$ cat src/rtl/blood_pkg.sv
// Shared types and constants for the blood-splatter animation controller.
package blood_pkg;

  typedef enum logic [1:0] {
    IDLE = 2'd0,
    PLAY = 2'd1,
    HOLD = 2'd2
  } state_t;

  localparam int          SPRITE_DIM  = 64;
  localparam int          ROM_AW      = $clog2(SPRITE_DIM);
  localparam logic [11:0] TRANSPARENT = 12'h000;

  // Counter width for a modulus of n, never narrower than one bit.
  function automatic int cnt_w(input int n);
    return (n > 1) ? $clog2(n) : 1;
  endfunction

  // Halve each 4-bit RGB channel.
  function automatic logic [11:0] half_bright(input logic [11:0] c);
    return {1'b0, c[11:9], 1'b0, c[7:5], 1'b0, c[3:1]};
  endfunction

endpackage

$ cat src/rtl/blood_window.sv
// Maps the scan pixel onto the 64x64 sprite placed at the latched origin.
module blood_window
  import blood_pkg::*;
#(
  parameter int X_W = 10,
  parameter int Y_W = 10
) (
  input  logic [X_W-1:0]    org_x,
  input  logic [Y_W-1:0]    org_y,
  input  logic [X_W-1:0]    x,
  input  logic [Y_W-1:0]    y,
  output logic [ROM_AW-1:0] rom_row,
  output logic [ROM_AW-1:0] rom_col,
  output logic              in_win
);

  logic [X_W:0] w_dx;
  logic [Y_W:0] w_dy;

  assign w_dx = {1'b0, x} - {1'b0, org_x};
  assign w_dy = {1'b0, y} - {1'b0, org_y};

  // Upper bits all zero means non-negative and below 64; left/top of origin never wraps in.
  assign in_win  = (w_dx[X_W:ROM_AW] == '0) && (w_dy[Y_W:ROM_AW] == '0);
  assign rom_col = w_dx[ROM_AW-1:0];
  assign rom_row = w_dy[ROM_AW-1:0];

endmodule

$ cat src/rtl/blood_anim_ctrl.sv
// Blood-splatter frame sequencer and pixel keying; define BLOOD_FADE_EN to
// halve the colour brightness while the last frame is held.
module blood_anim_ctrl
  import blood_pkg::*;
#(
  parameter int NUM_FRAMES      = 25,
  parameter int TICKS_PER_FRAME = 2,
  parameter int HOLD_TICKS      = 30,
  parameter int X_W             = 10,
  parameter int Y_W             = 10
) (
  input  logic                          clk,
  input  logic                          reset,
  input  logic                          trigger,
  input  logic [X_W-1:0]                hit_x,
  input  logic [Y_W-1:0]                hit_y,
  input  logic                          frame_tick,
  input  logic                          video_on,
  input  logic [X_W-1:0]                x,
  input  logic [Y_W-1:0]                y,
  input  logic [11:0]                   color_in,
  output logic [ROM_AW-1:0]             rom_row,
  output logic [ROM_AW-1:0]             rom_col,
  output logic [$clog2(NUM_FRAMES)-1:0] frame_sel,
  output logic                          blood_on,
  output logic [11:0]                   color_out,
  output logic                          busy,
  output logic                          done
);

  localparam int FS_W = $clog2(NUM_FRAMES);
  localparam int TK_W = cnt_w(TICKS_PER_FRAME);
  localparam int HD_W = cnt_w(HOLD_TICKS);

  state_t          r_state;
  logic [FS_W-1:0] r_frame_sel;
  logic [X_W-1:0]  r_org_x;
  logic [Y_W-1:0]  r_org_y;
  logic [TK_W-1:0] r_tick_cnt;
  logic [HD_W-1:0] r_hold_cnt;
  logic            r_done;
  logic            r_in_win;
  logic            r_video_on;
  logic            r_active;
  logic            w_in_win;
  logic            w_blood_on;

  blood_window #(
    .X_W(X_W),
    .Y_W(Y_W)
  ) u_window (
    .org_x  (r_org_x),
    .org_y  (r_org_y),
    .x      (x),
    .y      (y),
    .rom_row(rom_row),
    .rom_col(rom_col),
    .in_win (w_in_win)
  );

  // NOTE: state uses non-blocking assignments so every register samples pre-edge values.
  always_ff @(posedge clk) begin
    if (reset) begin
      r_state     <= IDLE;
      r_frame_sel <= '0;
      r_org_x     <= '0;
      r_org_y     <= '0;
      r_tick_cnt  <= '0;
      r_hold_cnt  <= '0;
      r_done      <= 1'b0;
    end else begin
      r_done <= 1'b0;
      if (trigger) begin
        // A hit restarts from any state; a coincident frame_tick is dropped.
        r_state     <= PLAY;
        r_org_x     <= hit_x;
        r_org_y     <= hit_y;
        r_frame_sel <= '0;
        r_tick_cnt  <= '0;
        r_hold_cnt  <= '0;
      end else if (frame_tick) begin
        case (r_state)
          PLAY: begin
            if (r_tick_cnt == TK_W'(TICKS_PER_FRAME - 1)) begin
              r_tick_cnt <= '0;
              if (r_frame_sel == FS_W'(NUM_FRAMES - 1)) begin
                r_state    <= HOLD;
                r_hold_cnt <= '0;
              end else begin
                r_frame_sel <= r_frame_sel + 1'b1;
              end
            end else begin
              r_tick_cnt <= r_tick_cnt + 1'b1;
            end
          end
          HOLD: begin
            if (r_hold_cnt == HD_W'(HOLD_TICKS - 1)) begin
              r_state     <= IDLE;
              r_frame_sel <= '0;
              r_done      <= 1'b1;
            end else begin
              r_hold_cnt <= r_hold_cnt + 1'b1;
            end
          end
          default: ;
        endcase
      end
    end
  end

  // Window/video/active terms delayed one cycle to meet the ROM read data.
  always_ff @(posedge clk) begin
    if (reset) begin
      r_in_win   <= 1'b0;
      r_video_on <= 1'b0;
      r_active   <= 1'b0;
    end else begin
      r_in_win   <= w_in_win;
      r_video_on <= video_on;
      r_active   <= (r_state != IDLE);
    end
  end

  assign w_blood_on = r_in_win && r_video_on && r_active && (color_in != TRANSPARENT);

`ifdef BLOOD_FADE_EN
  logic r_fade;

  always_ff @(posedge clk) begin
    if (reset) r_fade <= 1'b0;
    else       r_fade <= (r_state == HOLD);
  end

  assign color_out = !w_blood_on ? TRANSPARENT
                   : (r_fade ? half_bright(color_in) : color_in);
`else
  assign color_out = w_blood_on ? color_in : TRANSPARENT;
`endif

  assign blood_on  = w_blood_on;
  assign frame_sel = r_frame_sel;
  assign busy      = (r_state != IDLE);
  assign done      = r_done;

endmodule

$ cat config.mk
export PLATFORM = sky130hd
export DESIGN_NAME = blood_anim_ctrl
export DESIGN_NICKNAME = d
export VERILOG_FILES = /design/src/rtl/blood_pkg.sv /design/src/rtl/blood_window.sv /design/src/rtl/blood_anim_ctrl.sv
export SDC_FILE = /design/constraint.sdc
export NUM_CORES = 1
export LEC_CHECK = 0
export ABC_AREA = 0
export BUFFER_PORTS_ARGS = -buffer_cell sky130_fd_sc_hd__buf_4
export CORE_MARGIN = 4
export CORE_UTILIZATION = 31
export DETAILED_ROUTE_END_ITERATION = 8
export GPL_TIMING_DRIVEN = 1
export HOLD_SLACK_MARGIN = 0.08
export SETUP_SLACK_MARGIN = 0.05
export SLEW_MARGIN = 30
export SYNTH_ARGS = -nofsm -noshare
export SYNTH_HDL_FRONTEND = slang
export SYNTH_SLANG_ARGS = --single-unit
$ cat constraint.sdc
create_clock -name clk -period 2.9 [get_ports clk]
set_input_delay 0.435 -clock clk [delete_from_list [all_inputs] [get_ports clk]]
set_output_delay 0.435 -clock clk [all_outputs]
set_load 0.01 [all_outputs]
After elaboration in Yosys (flattened, before gate mapping) --
Index checks and enable logic that the tools add are counted.
Cells by class: add/subtract/negate cells 5, muxes and demuxes 17, eq/ne operators 12, bitwise gates (word level) 2, reduce and logical (&&, ||, !) cells 18
Operators with widths (number):
- $mux 5 | 6
- $sub 10x10->11 | 2
- $pmux 5 s2 | 2
- $reduce_and 5->1 | 4
- $mux 12 | 1
- $reduce_bool 12->1 | 1
- $add 5x1->5 const B | 2
- $eq 5x5->1 const B | 2
- $logic_not 5->1 | 2
- $ne 2x2->1 const B | 5
- $ne 3x3->1 const B | 3
- $mux 2 | 3
- $reduce_bool 2->1 | 3
- $logic_and 1x1->1 | 4
- $mux 1 | 4
- $pmux 2 s2 | 1
- $reduce_or 4->1 | 1
- $reduce_bool 3->1 | 1
- $eq 2x1->1 const B | 1
- $eq 2x2->1 const B | 1
- $not 1->1 | 2
- $reduce_and 2->1 | 1
- $reduce_or 2->1 | 1
- $add 1x1->1 const B | 1
Storage, ports and cells: register bits 37, bits of input ports 57, logic and storage cells 65, output and inout bits 32

Logic depth before layout (Yosys ltp) --
Gate-level depths: netlist of the first run.
word-level depth 6, mapped depth 10

Hierarchy --
From an unflattened synthesis of the first run, not the netlist that was laid out.
Unflattened totals: cells, all modules 320, area total of the unflattened synthesis 2685.1 sq um
By module, submodules not included:
- blood_anim_ctrl | instances 1, cells an instance 178, area an instance 1684.1 sq um
- blood_window | instances 1, cells an instance 142, area an instance 1001.0 sq um

Worst setup path after synthesis of the first run --
No wires, ideal clock.
kind input to register, start point in x[7], end point reg r_in_win, path buffers 0, stages 8, slack 360 ps, data arrival time 2453 ps, cells stage by stage ha_1 -> and3b_1 -> a211o_1 -> or4_1 -> or4_1 -> a31oi_1 -> nand3_1 -> nor4_2
Between the ends: cells in the longest elaborated chain, start to end 3
RTL lines:
- start: declaration | RTL line blood_anim_ctrl.sv:19 | input logic [X_W-1:0] x,
- $sub 10x10->11 | RTL line blood_window.sv:20 | assign w_dx = {1'b0, x} - {1'b0, org_x};
- $logic_not 5->1 | RTL line blood_window.sv:24 | assign in_win = (w_dx[X_W:ROM_AW] == '0) && (w_dy[Y_W:ROM_AW] == '0);
- $logic_and 1x1->1 | RTL line blood_window.sv:24
- end signal: assignment | RTL line blood_anim_ctrl.sv:118 | r_in_win <= w_in_win;
- end: declaration | RTL line blood_anim_ctrl.sv:42 | logic r_in_win;
Every way passes these cells. A chain may end at the register's enable or synchronous reset.

Final worst setup path of the first run --
start point reg r_org_x[6], end point reg r_in_win
Between the ends: cells in the longest elaborated chain, start to end 3
RTL lines:
- start: declaration | RTL line blood_anim_ctrl.sv:37 | logic [X_W-1:0] r_org_x;
- start signal: assignment | RTL line blood_anim_ctrl.sv:76 | r_org_x <= hit_x;
- $sub 10x10->11 | RTL line blood_window.sv:20
- $logic_not 5->1 | RTL line blood_window.sv:24
- $logic_and 1x1->1 | RTL line blood_window.sv:24
Every way passes these cells.

==> results.txt, run 1 <==
----------------------------------------------------
[Run status]
  Result of the run ... finished, final reports clean

[Worst setup path]
  Startpoint of the most critical register-to-register path ... r_org_x[6]
  Endpoint of the most critical register-to-register path ... r_in_win
  Critical Path Most Common Cell ... sky130_fd_sc_hd__or4_1
  Class of the most critical setup path ... reg2reg
  Worst endpoint data arrival time ... 2.77 ns
  CP bufs+invs ... 1
  Worst Reg-to-Reg Cells ... 9
  Required time of the critical path ... 3.11 ns
  Type of element launching the critical path ... register
  Crit Path Max Fanout ... 6
  Worst path slowest cell ... sky130_fd_sc_hd__or4_1
  Crit path max-delay family ... simple AND/OR/NAND/NOR gates
  Crit-path cells ... inv_1, ha_1, and3b_1, a211o_1, or4_1, or4_1, a31oi_1, nand3_1, nor4_2
  Register-to-register setup slack ... 0.34 ns
  Maximum cell stage delay along the critical path ... 0.47 ns
  Category of the worst setup path capture point ... register

[Floorplanning]
  Area inside the core boundary ... 7810 µm²
  Die span in y ... 98.1 µm
  Initial core utilization ... 0.323
  Area of the die ... 9630 µm²
  I/O pin cnt ... 89
  Die extent in x ... 98.1 µm
  Rows ... 32

[Logic synthesis]
  Synth cell count leaders ... sky130_fd_sc_hd__nor2_1 (38), sky130_fd_sc_hd__dfxtp_1 (37), sky130_fd_sc_hd__inv_1 (36), sky130_fd_sc_hd__ha_1 (24), sky130_fd_sc_hd__mux2i_1 (22)
  Library cell with the largest summed area after synthesis ... sky130_fd_sc_hd__dfxtp_1
  Number of unique standard cell types used by synthesis ... 49
  Cell area after synthesis ... 2520 µm²
  Synth warn ... 0
  Syn Inst Count ... 305
  Synth top area share ... 0.294
  Most used flip-flop cell after synthesis ... sky130_fd_sc_hd__dfxtp_1
  Seq/Total Area, Yosys ... 0.294
  Syn nets ... 388
  Avg Cell Area, Syn ... 8.26 µm²
  Most numerous cell in the Yosys netlist ... sky130_fd_sc_hd__nor2_1
  Register bit count reported by yosys ... 37
  Top cells by area in the synthesized netlist ... sky130_fd_sc_hd__dfxtp_1 (29%), sky130_fd_sc_hd__ha_1 (12%), sky130_fd_sc_hd__mux2i_1 (8.7%), sky130_fd_sc_hd__nor2_1 (5.7%), sky130_fd_sc_hd__inv_1 (5.4%)
  Post-synthesis async set-or-reset flop share ... 0
  Post-synth EDFFs ... 0

[Power and ir drop]
  Highest ir drop seen on vdd ... 0.264 mV
  Net switching share of the total power ... 0.291
  Portion of total power attributed to the clock network ... 0.334
  Overall power after layout ... 1.39 mW
  Share of total power in combinational logic ... 0.279
  Power share of the sequential group ... 0.387
  Switching power total ... 0.405 mW
  Int Power ... 0.986 mW
  Pwr/cell area ... 409 nW/µm²
  Leakage power summed over all cells ... 1.56 nW

[Clocking]
  Clk sink count ... 37
  Clock Pin Slew Worst Setup and Hold Paths ... 0.08 ns
  Max Buffers Root-to-Sink ... 2
  Number of buffers inserted during clock tree synthesis ... 5
  Clock tree from TritonCTS ... yes
  Cell chosen for the clock root ... sky130_fd_sc_hd__clkbuf_8
  Setup Fix Bufs, Post-CTS ... 0
  Number of gates given a new drive strength after cts ... 0
  H-tree level count ... 2
  Number of buffers inserted by hold repair at cts ... 0
  Clock latency on the worst-skew pair ... 0.29 ns

[Layout]
  Share of post-route cells with drive strength above 1 ... 0.254
  Layout overhead on the synthesized area ... 35.1%
  Antenna cells ... 0
  Post-layout nets ... 479

[Route]
  Detail Route Antenna Nets ... 0
  Detailed-routing iteration count for the pre-antenna-repair pass ... 4
  Total Routed Length ... 6140 µm
  Mean number of vias per cell ... 4.70
  Avg WL per Cell ... 12.3 µm
  Total number of vias ... 2,343
  Drt drc ... 0
  First DRT Iteration DRCs ... 45

[Placement]
  Count of buffers from port buffering ... 88
  Placer congestion estimate ... 0.799
  HPWL after detailed placement ... 4840 µm

[STA]
  RSZ-0062 raised after global routing ... no
  Count of pins over their slew limit ... 0
  Max Clock Skew ... 0.00642 ns
  Setup violations, final ... 0
  Slew headroom ... 0.697
  Share of the clock period used by the worst path after layout ... 0.883
  Peak clock frequency supported by timing ... 391 MHz
  Minimum clock period ... 2.56 ns
  Final Hold Vio Count ... 0
  Fin Setup TNS ... 0 ns
  Worst Max-Slew Pin Slew ... 0.455 ns

[Global routing]
  Via count of the first global-routing pass ... 2,290
  Antenna violations before repair ... 0
  Pin count of the biggest net entering global routing ... 27
  Final global-route overflow total ... 0
  All-layer global routing usage ... 0.125
  Global-route wire length before repair ... 10,000 µm

[Job]
  Number of max-cap violations ... 0

[Worst hold path]
  Min-delay worst type ... in2reg
  Min-Delay Endpoint ... r_video_on
  Hold Path Depth ... 2
  Startpoint of the lowest-slack hold path ... video_on

----------------------------------------------------
## power by group through the flow
stage,clock [mW],sequential [mW],combinational [mW]
6_report,0.464,0.539,0.388
5_1_grt,0.508,0.542,0.435
4_1_cts,0.491,0.539,0.394
3_5_place_dp,0,0.551,0.392
3_3_place_gp,0,0.550,0.387
2_1_floorplan,0,0.548,0.238
## area by class of cell
type,instances,area (µm²)
Clock buffer,5,68.8
Clock inverter,3,46.3
Fill cell,792,4410
Inverter,36,135
Multi-Input combinational cell,225,1600
Sequential cell,37,741
Tap cell,102,128
Timing Repair Buffer,91,683
## worst max path at each step
stage,cells past startpoint,from,to,slack (ns)
after floorplan,8,x[7],r_in_win,0.36
after global placement,9,x[6],r_in_win,0.18
after detailed placement,9,x[6],r_in_win,0.14
after CTS,9,r_org_x[6],r_in_win,0.33
after global routing,9,r_org_x[8],r_in_win,0.14
final,9,r_org_x[6],r_in_win,0.34
## metal layers
metal  vias up  track usage  share of wire
met2        67        0.215           0.47
met3         5       0.0193          0.058
met1      1049        0.155           0.45
met4         0       0.0536          0.016
li1       1222            -              -
met5         -            0              0
## placed cells by master, fill, tap and decap left out, drive strengths merged, types with 3 or more instances in the layout
cell type | netlist | routed
xnor2 | 8 | 8
dfxtp | 37 | 37
nand2b | 5 | 5
a31oi | 3 | 3
o21a | 3 | 3
nand3 | 7 | 7
nor2 | 38 | 38
a21oi | 17 | 17
nor2b | 10 | 10
o21ai | 9 | 9
inv | 36 | 36
xor2 | 7 | 7
nor3 | 5 | 5
and2 | 13 | 13
mux2i | 22 | 22
nand3b | 4 | 4
buf | 3 | 91
nor4 | 4 | 4
nand4 | 3 | 3
ha | 24 | 24
nand2 | 11 | 11
clkbuf | 4 | 5
## registers in the layout (all words and copies together) (netlist names)
name        count
r_org_x        10
r_org_y        10
frame_sel       5
r_hold_cnt      5
r_state         2
done            1
r_active        1
r_in_win        1
r_tick_cnt      1
r_video_on      1
## cell families after synthesis
family / count (synthesis) / share of synthesized area
simple gates: 112 / 0.233
compound gates: 49 / 0.123
buf+inv: 43 / 0.0705
flops: 37 / 0.294
fa+ha+maj: 26 / 0.135
mux: 23 / 0.0919
xor+xnor: 15 / 0.0522
## stage by stage
stage | worst slack [ns] | std cells | area [µm²] | hold slack (ns) | util
4_1_cts | 0.326 | 499 | 3400 | 0.343 | 0.436
6_report | 0.340 | 499 | 3400 | 0.358 | 0.436
2_1_floorplan | 0.360 | 305 | 2520 | 0.460 | -
5_1_grt | 0.144 | 499 | 3400 | 0.370 | 0.436
3_3_place_gp | 0.183 | 491 | 3290 | 0.474 | 0.421
3_5_place_dp | 0.140 | 491 | 3290 | 0.482 | 0.421
Power figures use the tool's default switching activity.
==> inputs of run 2 (changes only) <==
CORE_ASPECT_RATIO = 1.4   (was not set)
==> results.txt, run 2 (synthesis gave the netlist of run 1 again) <==
----------------------------------------------------
[Worst setup path]
  Crit Path Max Fanout ... 6 (unchanged)
  Register-to-register setup slack ... 0.29 ns (-0.05 ns)
  Class of the most critical setup path ... reg2reg
  Type of element launching the critical path ... register
  Worst setup startpoint ... r_org_x[6]
  Worst endpoint data arrival time ... 2.82 ns (+0.05 ns)
  Endpoint of the worst setup timing path ... r_in_win
  Category of the worst setup path capture point ... register
  Required time of the critical path ... 3.10 ns (about the same)
  Startpoint of the most critical register-to-register path ... r_org_x[6]
  Endpoint of the most critical register-to-register path ... r_in_win
  Worst Reg-to-Reg Cells ... 9 (unchanged)

[Clocking]
  Number of buffers inserted during clock tree synthesis ... 5 (unchanged)
  Max Buffers Root-to-Sink ... 2 (unchanged)
  H-tree level count ... 2 (unchanged)
  Cell chosen for the clock root ... sky130_fd_sc_hd__clkbuf_8
  Setup Fix Bufs, Post-CTS ... 0 (unchanged)
  Clock Pin Slew Worst Setup and Hold Paths ... 0.08 ns (about the same)
  Number of gates given a new drive strength after cts ... 0 (unchanged)
  Clk sink count ... 37 (unchanged)
  Clock tree from TritonCTS ... yes
  Number of buffers inserted by hold repair at cts ... 0 (unchanged)
  Clock latency on the worst-skew pair ... 0.29 ns (about the same)

[Layout]
  Leading cell type in the layout, fill and taps excluded ... sky130_fd_sc_hd__buf_4
  Antenna cells ... 0 (unchanged)
  Registers with the highest flip-flop counts ... r_org_x: 10 flops, r_org_y: 10 flops
  Commonest cells after routing, fill and taps aside ... sky130_fd_sc_hd__buf_4 (91), sky130_fd_sc_hd__nor2_1 (38), sky130_fd_sc_hd__dfxtp_1 (37)
  Layout overhead on the synthesized area ... 34.0%
  Final core utilization ... 0.430 (-0.00559)
  Final cell count without fillers ... 497 (-0.40%)
  Post-layout nets ... 479 (unchanged)
  Share of post-route cells with drive strength above 1 ... 0.254 (unchanged)

[Route]
  Detail Route Antenna Nets ... 0 (unchanged)
  Avg WL per Cell ... 12.5 µm (+1.5%)
  Drt drc ... 0 (unchanged)
  Mean number of vias per cell ... 4.74 (+1.0%)
  Detailed-routing iteration count for the pre-antenna-repair pass ... 4 (unchanged)
  Total Routed Length ... 6200 µm (+1.1%)
  Total number of vias ... 2,358 (+0.64%)
  First DRT Iteration DRCs ... 55 (+22%)

[Global routing]
  Final global-route overflow total ... 0 (unchanged)
  All-layer global routing usage ... 0.126 (+0.00120)
  Antenna violations before repair ... 0 (unchanged)
  Via count of the first global-routing pass ... 2,315 (+1.1%)
  Global-route wire length before repair ... 9990 µm (-0.48%)
  Pin count of the biggest net entering global routing ... 27 (unchanged)

[Power and ir drop]
  Highest ir drop seen on vdd ... 0.222 mV (-16%)
  Power share of the sequential group ... 0.417 (+0.030)
  Portion of total power attributed to the clock network ... 0.282 (-0.052)
  Pwr/cell area ... 383 nW/µm² (-6.3%)
  Share of total power in combinational logic ... 0.301 (+0.022)
  Net switching share of the total power ... 0.304 (+0.0136)
  Leakage power summed over all cells ... 1.55 nW (-0.63%)
  Int Power ... 0.900 mW (-8.8%)
  Switching power total ... 0.394 mW (-2.7%)

[STA]
  Fin Setup TNS ... 0 ns (unchanged)
  Setup violations, final ... 0 (unchanged)
  Slew headroom ... 0.711 (+0.0145)
  Worst Max-Slew Pin Slew ... 0.433 ns (-0.0217 ns)
  Peak clock frequency supported by timing ... 383 MHz (-2.0%)
  Share of the clock period used by the worst path after layout ... 0.901 (+0.0184)
  Minimum clock period ... 2.61 ns (+0.0534 ns)
  Max Clock Skew ... 0.00574 ns (-0.000680 ns)
  Final worst-path setup slack ... 0.287 ns (-0.0534 ns)
  Count of pins over their slew limit ... 0 (unchanged)
  Final Hold Vio Count ... 0 (unchanged)
  Worst-case hold slack ... 0.363 ns (+0.00480 ns)
  RSZ-0062 raised after global routing ... no

[Floorplanning]
  Die extent in x ... 84.2 µm (-14%)
  Area of the die ... 9650 µm² (+0.22%)
  Die span in y ... 115 µm (+17%)
  Area inside the core boundary ... 7850 µm² (+0.48%)
  I/O pin cnt ... 89 (unchanged)
  Rows ... 38 (+19%)
  Initial core utilization ... 0.321 (-0.00154)

[Run status]
  Result of the run ... finished, final reports clean

[Worst hold path]
  Min-delay worst type ... in2reg

[Job]
  Number of max-cap violations ... 0 (unchanged)

[Placement]
  Placed Cells ... 489 (-0.41%)
  Count of buffers from port buffering ... 88 (unchanged)
  Worst setup timing slack at the placement stage ... 0.111 ns (-0.0290 ns)
  Placer congestion estimate ... 0.813 (+1.7%)
  HPWL after detailed placement ... 5120 µm (+5.8%)

----------------------------------------------------
[run 2: cell types whose count changed in the layout (fill, tap and decap cells not counted)]
| cell | before | now |
|---|---|---|
| sky130_fd_sc_hd__inv_6 | 0 | 1 |
| sky130_fd_sc_hd__clkinv_4 | 1 | 0 |
| sky130_fd_sc_hd__clkinv_2 | 0 | 1 |
| sky130_fd_sc_hd__bufinv_16 | 1 | 0 |
[run 2: per-layer routing]
| metal | vias to the layer above | global-route usage | wire (µm) |
|---|---|---|---|
| met5 | - | 0 | 0 |
| met4 | 0 | 0.0397 | 127 |
| met3 | 9 | 0.0454 | 453 |
| met2 | 64 | 0.240 | 3220 |
| met1 | 1058 | 0.127 | 2400 |
| li1 | 1227 | - | - |
[run 2: power groups by stage]
stage / sequential (mW) / combinational, mW / clock [mW]
6_report: 0.539 / 0.389 / 0.365
5_1_grt: 0.542 / 0.433 / 0.404
4_1_cts: 0.539 / 0.394 / 0.379
3_5_place_dp: 0.551 / 0.392 / 0
3_3_place_gp: 0.550 / 0.388 / 0
2_1_floorplan: 0.548 / 0.238 / 0
[run 2: how the worst min path moves through the flow]
stage                       start       endpoint  slack (ns)  cells past startpoint
CTS                      video_on     r_video_on        0.37                      2
floorplan              r_org_x[1]     r_org_x[1]        0.46                      2
detailed placement     r_org_x[6]     r_org_x[6]        0.49                      2
finish                   video_on     r_video_on        0.36                      2
global placement    r_hold_cnt[4]  r_hold_cnt[4]        0.47                      2
global route             hit_y[8]     r_org_y[8]        0.37                      3
[run 2: area by class of cell]
type	instances	area (µm²)
sequential	37	741
inverter	36	135
multi-input combinational	225	1600
tap	100	125
fill	816	4470
clock inverter	3	21.3
timing repair buffer	91	683
clock buffer	5	68.8
[run 2: critical path, cell delays in order, from the launching register on]
cell,delay (ns)
sky130_fd_sc_hd__dfxtp_1,0.34
sky130_fd_sc_hd__inv_1,0.06
sky130_fd_sc_hd__ha_1,0.35
sky130_fd_sc_hd__and3b_1,0.21
sky130_fd_sc_hd__a211o_1,0.25
sky130_fd_sc_hd__or4_1,0.45
sky130_fd_sc_hd__or4_1,0.47
sky130_fd_sc_hd__a31oi_1,0.15
sky130_fd_sc_hd__nand3_1,0.11
sky130_fd_sc_hd__nor4_2,0.14
[run 2: metrics by stage]
step	cell area (µm²)	total power [mW]
after detailed placement	3280	0.942
after global placement	3280	0.938
final	3370	1.29
after global routing	3370	1.38
after CTS	3370	1.31
after floorplan	2520	0.786
==> inputs of run 3 (changes only) <==
CAP_MARGIN = 20   (was not set)
CORE_UTILIZATION = 47   (was 31)
PLACE_DENSITY = 0.76   (was not set)
==> results.txt, run 3 (synthesis gave the netlist of run 1 again) <==
----------------------------------------------------
[Floorplanning]
  Area inside the core boundary ... 5200 µm² (-34%)
  Die extent in x ... 69.9 µm (-17%)
  Initial core utilization ... 0.485 (+0.164)
  Rows ... 31 (-18%)
  I/O pin cnt ... 89 (unchanged)
  Area of the die ... 6610 µm² (-32%)
  Die span in y ... 94.6 µm (-17%)

[Layout]
  Registers with the highest flip-flop counts ... r_org_x: 10 flops, r_org_y: 10 flops
  Storage element area ... 741 µm² (unchanged)
  Final cell count without fillers ... 463 (-6.8%)
  Final instance area ... 3380 µm² (about the same)
  Area taken by multi-input logic gates ... 1600 µm² (unchanged)
  Post-layout nets ... 479 (unchanged)
  Final core utilization ... 0.649 (+0.219)
  Share of post-route cells with drive strength above 1 ... 0.254 (unchanged)
  Leading cell type in the layout, fill and taps excluded ... sky130_fd_sc_hd__buf_4
  Antenna cells ... 0 (unchanged)
  Fill cell count ... 495 (-39%)
  Layout overhead on the synthesized area ... 34.0% (about the same)
  Commonest cells after routing, fill and taps aside ... sky130_fd_sc_hd__buf_4 (91), sky130_fd_sc_hd__nor2_1 (38), sky130_fd_sc_hd__dfxtp_1 (37)

[Placement]
  Area after detailed placement ... 3240 µm² (-1.3%)
  HPWL after detailed placement ... 4880 µm (-4.7%)
  Placed Cells ... 455 (-7.0%)
  Worst setup timing slack at the placement stage ... 0.145 ns (+0.0337 ns)
  Placer congestion estimate ... 0.897 (+10%)
  Count of buffers from port buffering ... 88 (unchanged)

[Clocking]
  H-tree level count ... 2 (unchanged)
  Setup Fix Bufs, Post-CTS ... 0 (unchanged)
  Clock tree from TritonCTS ... yes
  Clock Pin Slew Worst Setup and Hold Paths ... 0.07 ns (about the same)
  Clock latency on the worst-skew pair ... 0.29 ns (about the same)
  Max Buffers Root-to-Sink ... 2 (unchanged)
  Cell chosen for the clock root ... sky130_fd_sc_hd__clkbuf_8
  Number of buffers inserted by hold repair at cts ... 0 (unchanged)
  Number of buffers inserted during clock tree synthesis ... 5 (unchanged)
  Number of gates given a new drive strength after cts ... 0 (unchanged)
  Clk sink count ... 37 (unchanged)

[Worst setup path]
  Type of element launching the critical path ... register
  Crit path max-delay family ... simple AND/OR/NAND/NOR gates
  Worst setup startpoint ... r_org_x[8]
  CP bufs+invs ... 1 (unchanged)
  Worst Reg-to-Reg Cells ... 9 (unchanged)
  Required time of the critical path ... 3.10 ns (about the same)
  Category of the worst setup path capture point ... register
  Crit-path cells ... inv_1, ha_1, and3b_1, a211o_1, or4_1, or4_1, a31oi_1, nand3_1, nor4_2
  Endpoint of the worst setup timing path ... r_in_win
  Maximum cell stage delay along the critical path ... 0.47 ns (about the same)
  Worst endpoint data arrival time ... 2.80 ns (-0.02 ns)
  Register-to-register setup slack ... 0.30 ns (about the same)
  Endpoint of the most critical register-to-register path ... r_in_win
  Class of the most critical setup path ... reg2reg
  Critical Path Most Common Cell ... sky130_fd_sc_hd__or4_1
  Crit Path Max Fanout ... 6 (unchanged)
  Startpoint of the most critical register-to-register path ... r_org_x[8]
  Worst path slowest cell ... sky130_fd_sc_hd__or4_1
  Stages on the worst setup path ... 9 (unchanged)

[Route]
  Total Routed Length ... 5960 µm (-3.9%)
  Detail Route Antenna Nets ... 0 (unchanged)
  Detailed-routing iteration count for the pre-antenna-repair pass ... 4 (unchanged)
  First DRT Iteration DRCs ... 37 (-33%)
  Mean number of vias per cell ... 5.22 (+10%)
  Drt drc ... 0 (unchanged)
  Avg WL per Cell ... 12.9 µm (+3.2%)
  Total number of vias ... 2,418 (+2.5%)

[Global routing]
  All-layer global routing usage ... 0.183 (+0.0562)
  Final global-route overflow total ... 0 (unchanged)
  Pin count of the biggest net entering global routing ... 27 (unchanged)
  Via count of the first global-routing pass ... 2,379 (+2.8%)
  Antenna violations before repair ... 0 (unchanged)
  Global-route wire length before repair ... 9930 µm (-0.62%)

[STA]
  Peak clock frequency supported by timing ... 384 MHz (+0.43%)
  Fin Setup TNS ... 0 ns (unchanged)
  Minimum clock period ... 2.60 ns (-0.0113 ns)
  Max Clock Skew ... 0.00579 ns (+0.0000493 ns)
  Share of the clock period used by the worst path after layout ... 0.897 (-0.00389)
  Final Hold Vio Count ... 0 (unchanged)
  RSZ-0062 raised after global routing ... no
  Setup violations, final ... 0 (unchanged)
  Worst-case hold slack ... 0.365 ns (+0.00180 ns)
  Worst Max-Slew Pin Slew ... 0.440 ns (+0.00728 ns)
  Final worst-path setup slack ... 0.298 ns (+0.0113 ns)
  Count of pins over their slew limit ... 0 (unchanged)
  Slew headroom ... 0.707 (-0.00485)

[Power and ir drop]
  Highest ir drop seen on vdd ... 0.266 mV (+20%)
  Overall power after layout ... 1.46 mW (+13%)
  Leakage power summed over all cells ... 1.57 nW (+1.5%)
  Pwr/cell area ... 431 nW/µm² (+13%)

[Worst hold path]
  Min-delay worst type ... in2reg

[Run status]
  Result of the run ... finished, final reports clean

[Job]
  Number of max-cap violations ... 0 (unchanged)

----------------------------------------------------
## run 3: area by class of cell
cell class                      count  area share
Timing Repair Buffer               91       0.202
Multi-Input combinational cell    225       0.474
Inverter                           36      0.0400
Tap cell                           66      0.0245
Clock inverter                      3      0.0193
Clock buffer                        5      0.0204
Sequential cell                    37       0.219
## run 3: worst register-to-register path: stages, from the launching register on
cell and delay, ns:
sky130_fd_sc_hd__dfxtp_1 0.35, sky130_fd_sc_hd__inv_1 0.06, sky130_fd_sc_hd__ha_1 0.35, sky130_fd_sc_hd__and3b_1 0.21
sky130_fd_sc_hd__a211o_1 0.26, sky130_fd_sc_hd__or4_1 0.45, sky130_fd_sc_hd__or4_1 0.47, sky130_fd_sc_hd__a31oi_1 0.15
sky130_fd_sc_hd__nand3_1 0.10, sky130_fd_sc_hd__nor4_2 0.13
## run 3: routing by layer
metal | track usage | vias up | wire (µm)
li1 | - | 1222 | -
met1 | 0.195 | 1112 | 2350
met2 | 0.346 | 68 | 3140
met3 | 0.0426 | 16 | 315
met4 | 0.0687 | 0 | 152
met5 | 0 | - | 0
## run 3: worst min-delay path by stage
stage | from | endpoint | cells past startpoint
2_1_floorplan | r_org_x[1] | r_org_x[1] | 2
3_3_place_gp | r_org_x[5] | r_org_x[5] | 2
5_1_grt | video_on | r_video_on | 2
6_report | video_on | r_video_on | 2
3_5_place_dp | r_org_y[8] | r_org_y[8] | 2
4_1_cts | video_on | r_video_on | 2
## run 3: where the power goes
part	switching (mW)	internal, mW	total (mW)	leakage (nW)
logic	0.189	0.202	0.391	1.20
clock network	0.184	0.342	0.526	0.0681
registers	0.0113	0.528	0.539	0.303
